--- config.mk ---
export PLATFORM = sky130hd
export DESIGN_NAME = psum_pingpong_ctrl_flat
export DESIGN_NICKNAME = d
export VERILOG_FILES = /design/src/rtl/psum_pingpong_ctrl_pkg.sv /design/src/rtl/psum_pingpong_ctrl_if.sv /design/src/rtl/psum_pingpong_ctrl_skid_fifo2.sv /design/src/rtl/psum_pingpong_ctrl.sv /design/src/flat_wrapper.sv
export SDC_FILE = /design/constraint.sdc
export NUM_CORES = 1
export LEC_CHECK = 0
export ABC_CLOCK_PERIOD_IN_PS = 25600
export CORE_MARGIN = 5
export CORE_UTILIZATION = 35
export DETAILED_ROUTE_END_ITERATION = 8
export PLACE_DENSITY = 0.71
export SLEW_MARGIN = 10
export SYNTH_ARGS = -nofsm -noshare
export SYNTH_HDL_FRONTEND = slang
export SYNTH_SLANG_ARGS = --single-unit
--- constraint.sdc ---
create_clock -name CLK -period 25.6 [get_ports CLK]
set_clock_uncertainty 0.1 [all_clocks]
set_input_delay 6.4 -clock CLK [delete_from_list [all_inputs] [get_ports CLK]]
set_output_delay 6.4 -clock CLK [all_outputs]
set_load 0.02 [all_outputs]
--- src/rtl/psum_pingpong_ctrl_pkg.sv ---
// rtl/psum_pingpong_ctrl_pkg.sv - shared types and sizes for the ping-pong psum controller
package psum_pingpong_ctrl_pkg;

   localparam int DATA_W     = 152;
   localparam int BANK_DEPTH = 8;
   localparam int WCNT_W     = $clog2(BANK_DEPTH);
   localparam int ADDR_W     = WCNT_W + 1;

   localparam logic [WCNT_W-1:0] WCNT_LAST = WCNT_W'(BANK_DEPTH - 1);

   typedef enum logic {EMPTY, FULL} bank_st_e;

   typedef enum logic [1:0] {GNT_NONE, GNT_WR, GNT_RD} gnt_e;

   // Round-robin between the two requesters; a lone requester always wins.
   function automatic gnt_e arbitrate(input logic wr_req, input logic rd_req, input gnt_e last);
      gnt_e g;
      if (wr_req && rd_req) begin
         g = (last == GNT_RD) ? GNT_WR : GNT_RD;
      end else if (wr_req) begin
         g = GNT_WR;
      end else if (rd_req) begin
         g = GNT_RD;
      end else begin
         g = GNT_NONE;
      end
      return g;
   endfunction

endpackage

--- src/rtl/psum_pingpong_ctrl_if.sv ---
// rtl/psum_pingpong_ctrl_if.sv - stream and SRAM signal bundle for the ping-pong controller
interface psum_pingpong_ctrl_if;
   import psum_pingpong_ctrl_pkg::*;

   logic              in_valid;
   logic              in_ready;
   logic [DATA_W-1:0] in_data;
   logic              out_valid;
   logic              out_ready;
   logic [DATA_W-1:0] out_data;
   logic [DATA_W-1:0] sram_D;
   logic [ADDR_W-1:0] sram_A;
   logic              sram_CEN_EVEN;
   logic              sram_WEN_EVEN;
   logic              sram_CEN_ODD;
   logic              sram_WEN_ODD;
   logic [DATA_W-1:0] sram_Q;
   logic [1:0]        bank_full;

   modport slave (
      input  in_valid, in_data, out_ready, sram_Q,
      output in_ready, out_valid, out_data, sram_D, sram_A,
             sram_CEN_EVEN, sram_WEN_EVEN, sram_CEN_ODD, sram_WEN_ODD, bank_full
   );

   modport master (
      output in_valid, in_data, out_ready, sram_Q,
      input  in_ready, out_valid, out_data, sram_D, sram_A,
             sram_CEN_EVEN, sram_WEN_EVEN, sram_CEN_ODD, sram_WEN_ODD, bank_full
   );

endinterface

--- src/rtl/psum_pingpong_ctrl_skid_fifo2.sv ---
// rtl/psum_pingpong_ctrl_skid_fifo2.sv - two-entry FIFO catching SRAM read data ahead of the output port
module psum_skid_fifo2
   import psum_pingpong_ctrl_pkg::*;
(
   input  logic              CLK,
   input  logic              RESET,
   input  logic              push,
   input  logic [DATA_W-1:0] push_data,
   input  logic              pop,
   output logic              head_valid,
   output logic [DATA_W-1:0] head_data,
   output logic [1:0]        count
);

   logic [DATA_W-1:0] mem_q [2];
   logic [DATA_W-1:0] mem_d [2];
   logic              wr_ptr_q, wr_ptr_d;
   logic              rd_ptr_q, rd_ptr_d;
   logic [1:0]        count_q, count_d;
   logic              do_push, do_pop;

   always_comb begin
      do_pop   = pop && (count_q != 2'd0);
      // A full FIFO may still take a push when its head leaves in the same cycle.
      do_push  = push && ((count_q != 2'd2) || do_pop);
      mem_d    = mem_q;
      wr_ptr_d = wr_ptr_q;
      rd_ptr_d = rd_ptr_q;
      count_d  = count_q;
      if (do_push) begin
         mem_d[wr_ptr_q] = push_data;
         wr_ptr_d        = ~wr_ptr_q;
      end
      if (do_pop) begin
         rd_ptr_d = ~rd_ptr_q;
      end
      case ({do_push, do_pop})
         2'b10:   count_d = count_q + 2'd1;
         2'b01:   count_d = count_q - 2'd1;
         default: count_d = count_q;
      endcase
   end

   always_ff @(posedge CLK or posedge RESET) begin
      if (RESET) begin
         mem_q[0] <= '0;
         mem_q[1] <= '0;
         wr_ptr_q <= 1'b0;
         rd_ptr_q <= 1'b0;
         count_q  <= 2'd0;
      end else begin
         mem_q[0] <= mem_d[0];
         mem_q[1] <= mem_d[1];
         wr_ptr_q <= wr_ptr_d;
         rd_ptr_q <= rd_ptr_d;
         count_q  <= count_d;
      end
   end

   assign head_valid = (count_q != 2'd0);
   assign head_data  = mem_q[rd_ptr_q];
   assign count      = count_q;

endmodule

--- src/rtl/psum_pingpong_ctrl.sv ---
// rtl/psum_pingpong_ctrl.sv - fills one SRAM bank from the input stream while the other drains to the output
module psum_pingpong_ctrl
   import psum_pingpong_ctrl_pkg::*;
(
   input  logic                 CLK,
   input  logic                 RESET,
   psum_pingpong_ctrl_if.slave  io
);

   bank_st_e          bank_st_q [2];
   bank_st_e          bank_st_d [2];
   logic              fill_bank_q, fill_bank_d;
   logic              drain_bank_q, drain_bank_d;
   logic [WCNT_W-1:0] wcnt_q, wcnt_d;
   logic [WCNT_W-1:0] rcnt_q, rcnt_d;
   logic              rd_pending_q, rd_pending_d;
   gnt_e              last_gnt_q, last_gnt_d;
   logic [ADDR_W-1:0] sram_a_q, sram_a_d;
   logic [DATA_W-1:0] sram_d_q, sram_d_d;

   gnt_e              gnt;
   logic              wr_req, rd_req;
   logic [1:0]        credit;
   logic              cen_even, wen_even, cen_odd, wen_odd;
   logic [1:0]        fifo_count;
   logic              fifo_valid;
   logic [DATA_W-1:0] fifo_head;

   always_comb begin
      wr_req = io.in_valid && (bank_st_q[fill_bank_q] == EMPTY);
      // Outstanding reads plus buffered words may never exceed the FIFO depth.
      credit = fifo_count + {1'b0, rd_pending_q};
      rd_req = (bank_st_q[drain_bank_q] == FULL) && (credit < 2'd2);
      gnt    = RESET ? GNT_NONE : arbitrate(wr_req, rd_req, last_gnt_q);

      bank_st_d    = bank_st_q;
      fill_bank_d  = fill_bank_q;
      drain_bank_d = drain_bank_q;
      wcnt_d       = wcnt_q;
      rcnt_d       = rcnt_q;
      rd_pending_d = 1'b0;
      last_gnt_d   = last_gnt_q;
      sram_a_d     = sram_a_q;
      sram_d_d     = sram_d_q;
      cen_even     = 1'b1;
      wen_even     = 1'b1;
      cen_odd      = 1'b1;
      wen_odd      = 1'b1;

      case (gnt)
         GNT_WR: begin
            sram_a_d = {fill_bank_q, wcnt_q};
            sram_d_d = io.in_data;
            if (fill_bank_q) begin
               cen_odd = 1'b0;
               wen_odd = 1'b0;
            end else begin
               cen_even = 1'b0;
               wen_even = 1'b0;
            end
            wcnt_d     = wcnt_q + WCNT_W'(1);
            last_gnt_d = GNT_WR;
            if (wcnt_q == WCNT_LAST) begin
               bank_st_d[fill_bank_q] = FULL;
               fill_bank_d            = ~fill_bank_q;
            end
         end
         GNT_RD: begin
            sram_a_d = {drain_bank_q, rcnt_q};
            if (drain_bank_q) begin
               cen_odd = 1'b0;
            end else begin
               cen_even = 1'b0;
            end
            rd_pending_d = 1'b1;
            rcnt_d       = rcnt_q + WCNT_W'(1);
            last_gnt_d   = GNT_RD;
            // Freed on issue: Q is captured at this edge, so a refill next cycle is safe.
            if (rcnt_q == WCNT_LAST) begin
               bank_st_d[drain_bank_q] = EMPTY;
               drain_bank_d            = ~drain_bank_q;
            end
         end
         default: ;
      endcase
   end

   always_ff @(posedge CLK or posedge RESET) begin
      if (RESET) begin
         bank_st_q[0] <= EMPTY;
         bank_st_q[1] <= EMPTY;
         fill_bank_q  <= 1'b0;
         drain_bank_q <= 1'b0;
         wcnt_q       <= '0;
         rcnt_q       <= '0;
         rd_pending_q <= 1'b0;
         last_gnt_q   <= GNT_RD;
         sram_a_q     <= '0;
         sram_d_q     <= '0;
      end else begin
         bank_st_q[0] <= bank_st_d[0];
         bank_st_q[1] <= bank_st_d[1];
         fill_bank_q  <= fill_bank_d;
         drain_bank_q <= drain_bank_d;
         wcnt_q       <= wcnt_d;
         rcnt_q       <= rcnt_d;
         rd_pending_q <= rd_pending_d;
         last_gnt_q   <= last_gnt_d;
         sram_a_q     <= sram_a_d;
         sram_d_q     <= sram_d_d;
      end
   end

   psum_skid_fifo2 u_fifo (
      .CLK        (CLK),
      .RESET      (RESET),
      .push       (rd_pending_q),
      .push_data  (io.sram_Q),
      .pop        (fifo_valid && io.out_ready),
      .head_valid (fifo_valid),
      .head_data  (fifo_head),
      .count      (fifo_count)
   );

   assign io.in_ready      = (gnt == GNT_WR);
   assign io.sram_A        = sram_a_d;
   assign io.sram_D        = sram_d_d;
   assign io.sram_CEN_EVEN = cen_even;
   assign io.sram_WEN_EVEN = wen_even;
   assign io.sram_CEN_ODD  = cen_odd;
   assign io.sram_WEN_ODD  = wen_odd;
   assign io.out_valid     = fifo_valid;
   assign io.out_data      = fifo_head;
   assign io.bank_full     = {bank_st_q[1] == FULL, bank_st_q[0] == FULL};

endmodule

--- src/flat_wrapper.sv ---
// flat-port wrapper written by rule: the top's interface ports become plain ports
module psum_pingpong_ctrl_flat import psum_pingpong_ctrl_pkg::*;
  (CLK, RESET, io_in_valid, io_in_data, io_out_ready, io_sram_Q, io_in_ready, io_out_valid, io_out_data, io_sram_D, io_sram_A, io_sram_CEN_EVEN, io_sram_WEN_EVEN, io_sram_CEN_ODD, io_sram_WEN_ODD, io_bank_full);
  psum_pingpong_ctrl_if io_i ();
  input  logic CLK;
  input  logic RESET;
  input wire logic [$bits(io_i.in_valid)-1:0] io_in_valid;
  input wire logic [$bits(io_i.in_data)-1:0] io_in_data;
  input wire logic [$bits(io_i.out_ready)-1:0] io_out_ready;
  input wire logic [$bits(io_i.sram_Q)-1:0] io_sram_Q;
  output wire logic [$bits(io_i.in_ready)-1:0] io_in_ready;
  output wire logic [$bits(io_i.out_valid)-1:0] io_out_valid;
  output wire logic [$bits(io_i.out_data)-1:0] io_out_data;
  output wire logic [$bits(io_i.sram_D)-1:0] io_sram_D;
  output wire logic [$bits(io_i.sram_A)-1:0] io_sram_A;
  output wire logic [$bits(io_i.sram_CEN_EVEN)-1:0] io_sram_CEN_EVEN;
  output wire logic [$bits(io_i.sram_WEN_EVEN)-1:0] io_sram_WEN_EVEN;
  output wire logic [$bits(io_i.sram_CEN_ODD)-1:0] io_sram_CEN_ODD;
  output wire logic [$bits(io_i.sram_WEN_ODD)-1:0] io_sram_WEN_ODD;
  output wire logic [$bits(io_i.bank_full)-1:0] io_bank_full;
  assign io_i.in_valid = io_in_valid;
  assign io_i.in_data = io_in_data;
  assign io_i.out_ready = io_out_ready;
  assign io_i.sram_Q = io_sram_Q;
  assign io_in_ready = io_i.in_ready;
  assign io_out_valid = io_i.out_valid;
  assign io_out_data = io_i.out_data;
  assign io_sram_D = io_i.sram_D;
  assign io_sram_A = io_i.sram_A;
  assign io_sram_CEN_EVEN = io_i.sram_CEN_EVEN;
  assign io_sram_WEN_EVEN = io_i.sram_WEN_EVEN;
  assign io_sram_CEN_ODD = io_i.sram_CEN_ODD;
  assign io_sram_WEN_ODD = io_i.sram_WEN_ODD;
  assign io_bank_full = io_i.bank_full;
  psum_pingpong_ctrl u_core (.CLK(CLK), .RESET(RESET), .io(io_i));
endmodule
==> flow_metrics.py <==
metrics = {
    "run_status": {
        "run_status": "finished clean",
    },
    "routing": {
        "wire_per_inst_um": 20.7,
        "detail_route.iter0.violations": 476,
        "wirelength_um": 55100,
        "route.detailed.drc": 0,
        "num_vias": 12500,
        "routed_via_density": 4.70,
        "drt-pass1-iter-count": 4,
        "ant_nets": 0,
    },
    "logic_synthesis": {
        "top_cell_type_by_total_area_after_synthesis": "sky130_fd_sc_hd__dfrtp_1",
        "dominantRegCellSynth": "sky130_fd_sc_hd__dfrtp_1",
        "async_flop_share": 1.00,
        "synth.yosys.warnings": 0,
        "synth_area_per_cell_um2": 16.4,
        "syn_nets": 1538,
        "synth-seq-area-share": 0.593,
        "ys_top_cells_by_area": "sky130_fd_sc_hd__dfrtp_1 (59%), sky130_fd_sc_hd__mux2_2 (29%), sky130_fd_sc_hd__mux2_4 (6.8%)",
        "yosysTopAreaCellShare": 0.591,
        "synthCells": 1225,
        "most_frequently_used_cell_type_in_the_post_synthesis_netlist": "sky130_fd_sc_hd__mux2_2",
        "post_synth_most_frequent_cells": "sky130_fd_sc_hd__mux2_2 (518), sky130_fd_sc_hd__dfrtp_1 (476), sky130_fd_sc_hd__mux2_4 (91)",
        "synth_cell_types": 39,
        "syn_area_mm2": 0.0201,
        "ys_seq_elements": 477,
        "synth_enable_flop_cells": 0,
    },
    "place": {
        "place.detailed.hpwl_um": 39400,
        "postPlaceCellArea_mm2": 0.0270,
        "globalplace.congestion": 0.834,
        "io_buffers": 623,
    },
    "timing": {
        "fmaxAchievable_mhz": 58.8,
        "layout_min_cycle_time_ns": 16.99,
        "finalCritPeriodShare": 0.664,
        "drv_slew": 0,
        "grt_setup_unrepaired": "false",
        "worst_slew_pin_slew_ns": 1.11,
        "timing.final.hold_violations": 0,
        "report.final.setup_viol": 0,
        "relSlewSlack": 0.261,
        "fin_setup_tns_ns": 0,
    },
    "clocking": {
        "clk_latency_ns": 0.57,
        "cts_root_buf": "sky130_fd_sc_hd__clkbuf_16",
        "clk_pin_slew_ns": 0.06,
        "tritoncts": "built",
        "h-tree-depth": 2,
        "clock_tree.buffer_depth": 3,
        "tritoncts_num_sinks": 477,
        "cts-buffers-inserted": 53,
        "holdBufCountCts": 0,
        "post_cts.resized_instances": 0,
        "post-cts-setup-buffer-count": 0,
    },
    "die": {
        "rows": 88,
        "core_box_area_mm2": 0.0574,
        "io_pins": 624,
        "total_die_area_mm2": 0.0624,
        "start_util": 0.351,
        "die_y_um": 250,
        "die_x_um": 250,
    },
    "power": {
        "ir_drop_v": 0.0000774,
        "power.leakage_nw": 12.3,
        "powerDensity_mw_per_mm2": 144,
    },
    "worst_hold_path": {
        "min-delay-path-class": "flop to flop",
    },
    "setup_path": {
        "path_max_fanout": 100,
        "critPathCaptureType": "primary output",
        "startpoint_type": "input port",
        "critical_path_required_ns": 19.10,
        "timing.critical_path.arrival_ns": 10.49,
        "path_class": "input port to primary output",
    },
    "global_route": {
        "global_route.usage.total": 0.171,
        "grt_max_degree": 156,
        "first_pass_grt_wire_length_um": 85400,
        "grt_overflow": 0,
        "first_global_vias": 14000,
        "initial_antenna_violation_count": 7,
    },
    "job": {
        "maxCapViolations": 0,
    },
    "layout": {
        "nNetsFinal": 2160,
        "drive_gt1_frac": 0.380,
        "area.growth.synth_to_final_pct": 42.6,
        "final_cell_area_mm2": 0.0287,
    },
}
layer usage:
layer	vias to the layer above	wire length [um]	global-route usage
met5	-	41	0
met4	6	1820	0.0593
met3	109	4040	0.0549
met2	377	27100	0.290
met1	6369	22100	0.207
li1	5617	-	-
metrics by stage:
stage | hold slack, ns | std cells | util | total power [mW] | worst slack, ns
after floorplan | 0.368 | 1225 | - | 2.53 | 1.36
after global placement | 0.365 | 2557 | 0.470 | 3.37 | 8.73
after detailed placement | 0.374 | 2557 | 0.470 | 3.42 | 8.66
after CTS | 0.387 | 2652 | 0.501 | 4.20 | 8.65
after global routing | 0.401 | 2655 | 0.501 | 4.36 | 8.47
final | 0.385 | 2655 | 0.501 | 4.15 | 8.61
critical path: stages:
cell,delay (ns)
sky130_fd_sc_hd__clkdlybuf4s50_1,0.62
sky130_fd_sc_hd__or3_1,0.62
sky130_fd_sc_hd__clkinv_4,0.83
sky130_fd_sc_hd__buf_4,0.90
sky130_fd_sc_hd__mux2_2,0.43
sky130_fd_sc_hd__clkdlybuf4s50_1,0.56
path summary, 6_finish.rpt:
| check | start | end | slack (ns) | cells past startpoint |
|---|---|---|---|---|
| setup / recovery | RESET | io_sram_D[5] | 8.61 | 6 |
| hold / removal | u_core.sram_d_q[139]$_DFF_PP0_ | u_core.sram_d_q[139]$_DFF_PP0_ | 0.38 | 1 |
| setup reg to reg | u_core.u_fifo.count[0]$_DFFE_PP0P_ | u_core.sram_d_q[35]$_DFF_PP0_ | 21.60 | 6 |
| hold reg to reg | u_core.sram_d_q[139]$_DFF_PP0_ | u_core.sram_d_q[139]$_DFF_PP0_ | 0.38 | 1 |
| max in group asynchronous | RESET | u_core.u_fifo.mem_q[50]$_DFFE_PP0P_ | 16.57 | 4 |
| min in group asynchronous | RESET | u_core.sram_d_q[46]$_DFF_PP0_ | 6.49 | 2 |
sequential cells by signal (all words and copies together), names as in the netlist:
signal,flops
u_core.u_fifo.count,2
u_core.fill_bank_q,1
u_core.last_gnt_q,2
u_core.u_fifo.rd_ptr_q,1
u_core.io.bank_full,2
u_core.u_fifo.wr_ptr_q,1
u_core.sram_a_q,4
u_core.rd_pending_q,1
u_core.sram_d_q,152
u_core.wcnt_q,3
u_core.u_fifo.mem_q,304
u_core.drain_bank_q,1
u_core.rcnt_q,3
cells in the final DEF (no fill, tap or decap), drive strengths merged, types with 3 or more instances in the layout:
| master | n |
|---|---|
| buf | 13 |
| bufinv | 3 |
| clkbuf | 75 |
| clkdlybuf4s50 | 623 |
| clkinv | 15 |
| dfrtp | 476 |
| diode | 3 |
| ha | 5 |
| inv | 14 |
| mux2 | 613 |
| nand2 | 4 |
| nand3 | 5 |
| o21ai | 3 |
| o221ai | 4 |
| xnor2 | 6 |
kinds of logic (layout without fill, tap and decap cells):
kind of cell,count (synthesis),after routing,share of synthesized area
other,0,3,0
and+or+nand+nor,19,19,0.00509
muxes,614,614,0.360
buffers and inverters,83,745,0.0272
AOI/OAI and AO/OA,19,19,0.00814
xor gates and xnor gates,8,8,0.00348
adders and majority gates,5,5,0.00311
DFF,477,477,0.593
power breakdown:
| group | internal, mW | switching (mW) | leakage (nW) |
|---|---|---|---|
| clock | 0.449 | 0.305 | 0.865 |
| sequential | 1.13 | 0.173 | 5.82 |
| combinational | 1.14 | 0.955 | 5.63 |
| total | 2.71 | 1.43 | 12.3 |
layout make-up:
cell class / count / area (um2)
inverter: 14 / 65.1
fill: 4865 / 28600
timing repair buffer: 636 / 6350
clock inverter: 20 / 188
clock buffer: 75 / 1550
sequential: 477 / 11900
multi-input combinational: 665 / 7670
tap: 765 / 957
antenna: 3 / 7.51
No activity file was read; power rests on OpenSTA's default activity.
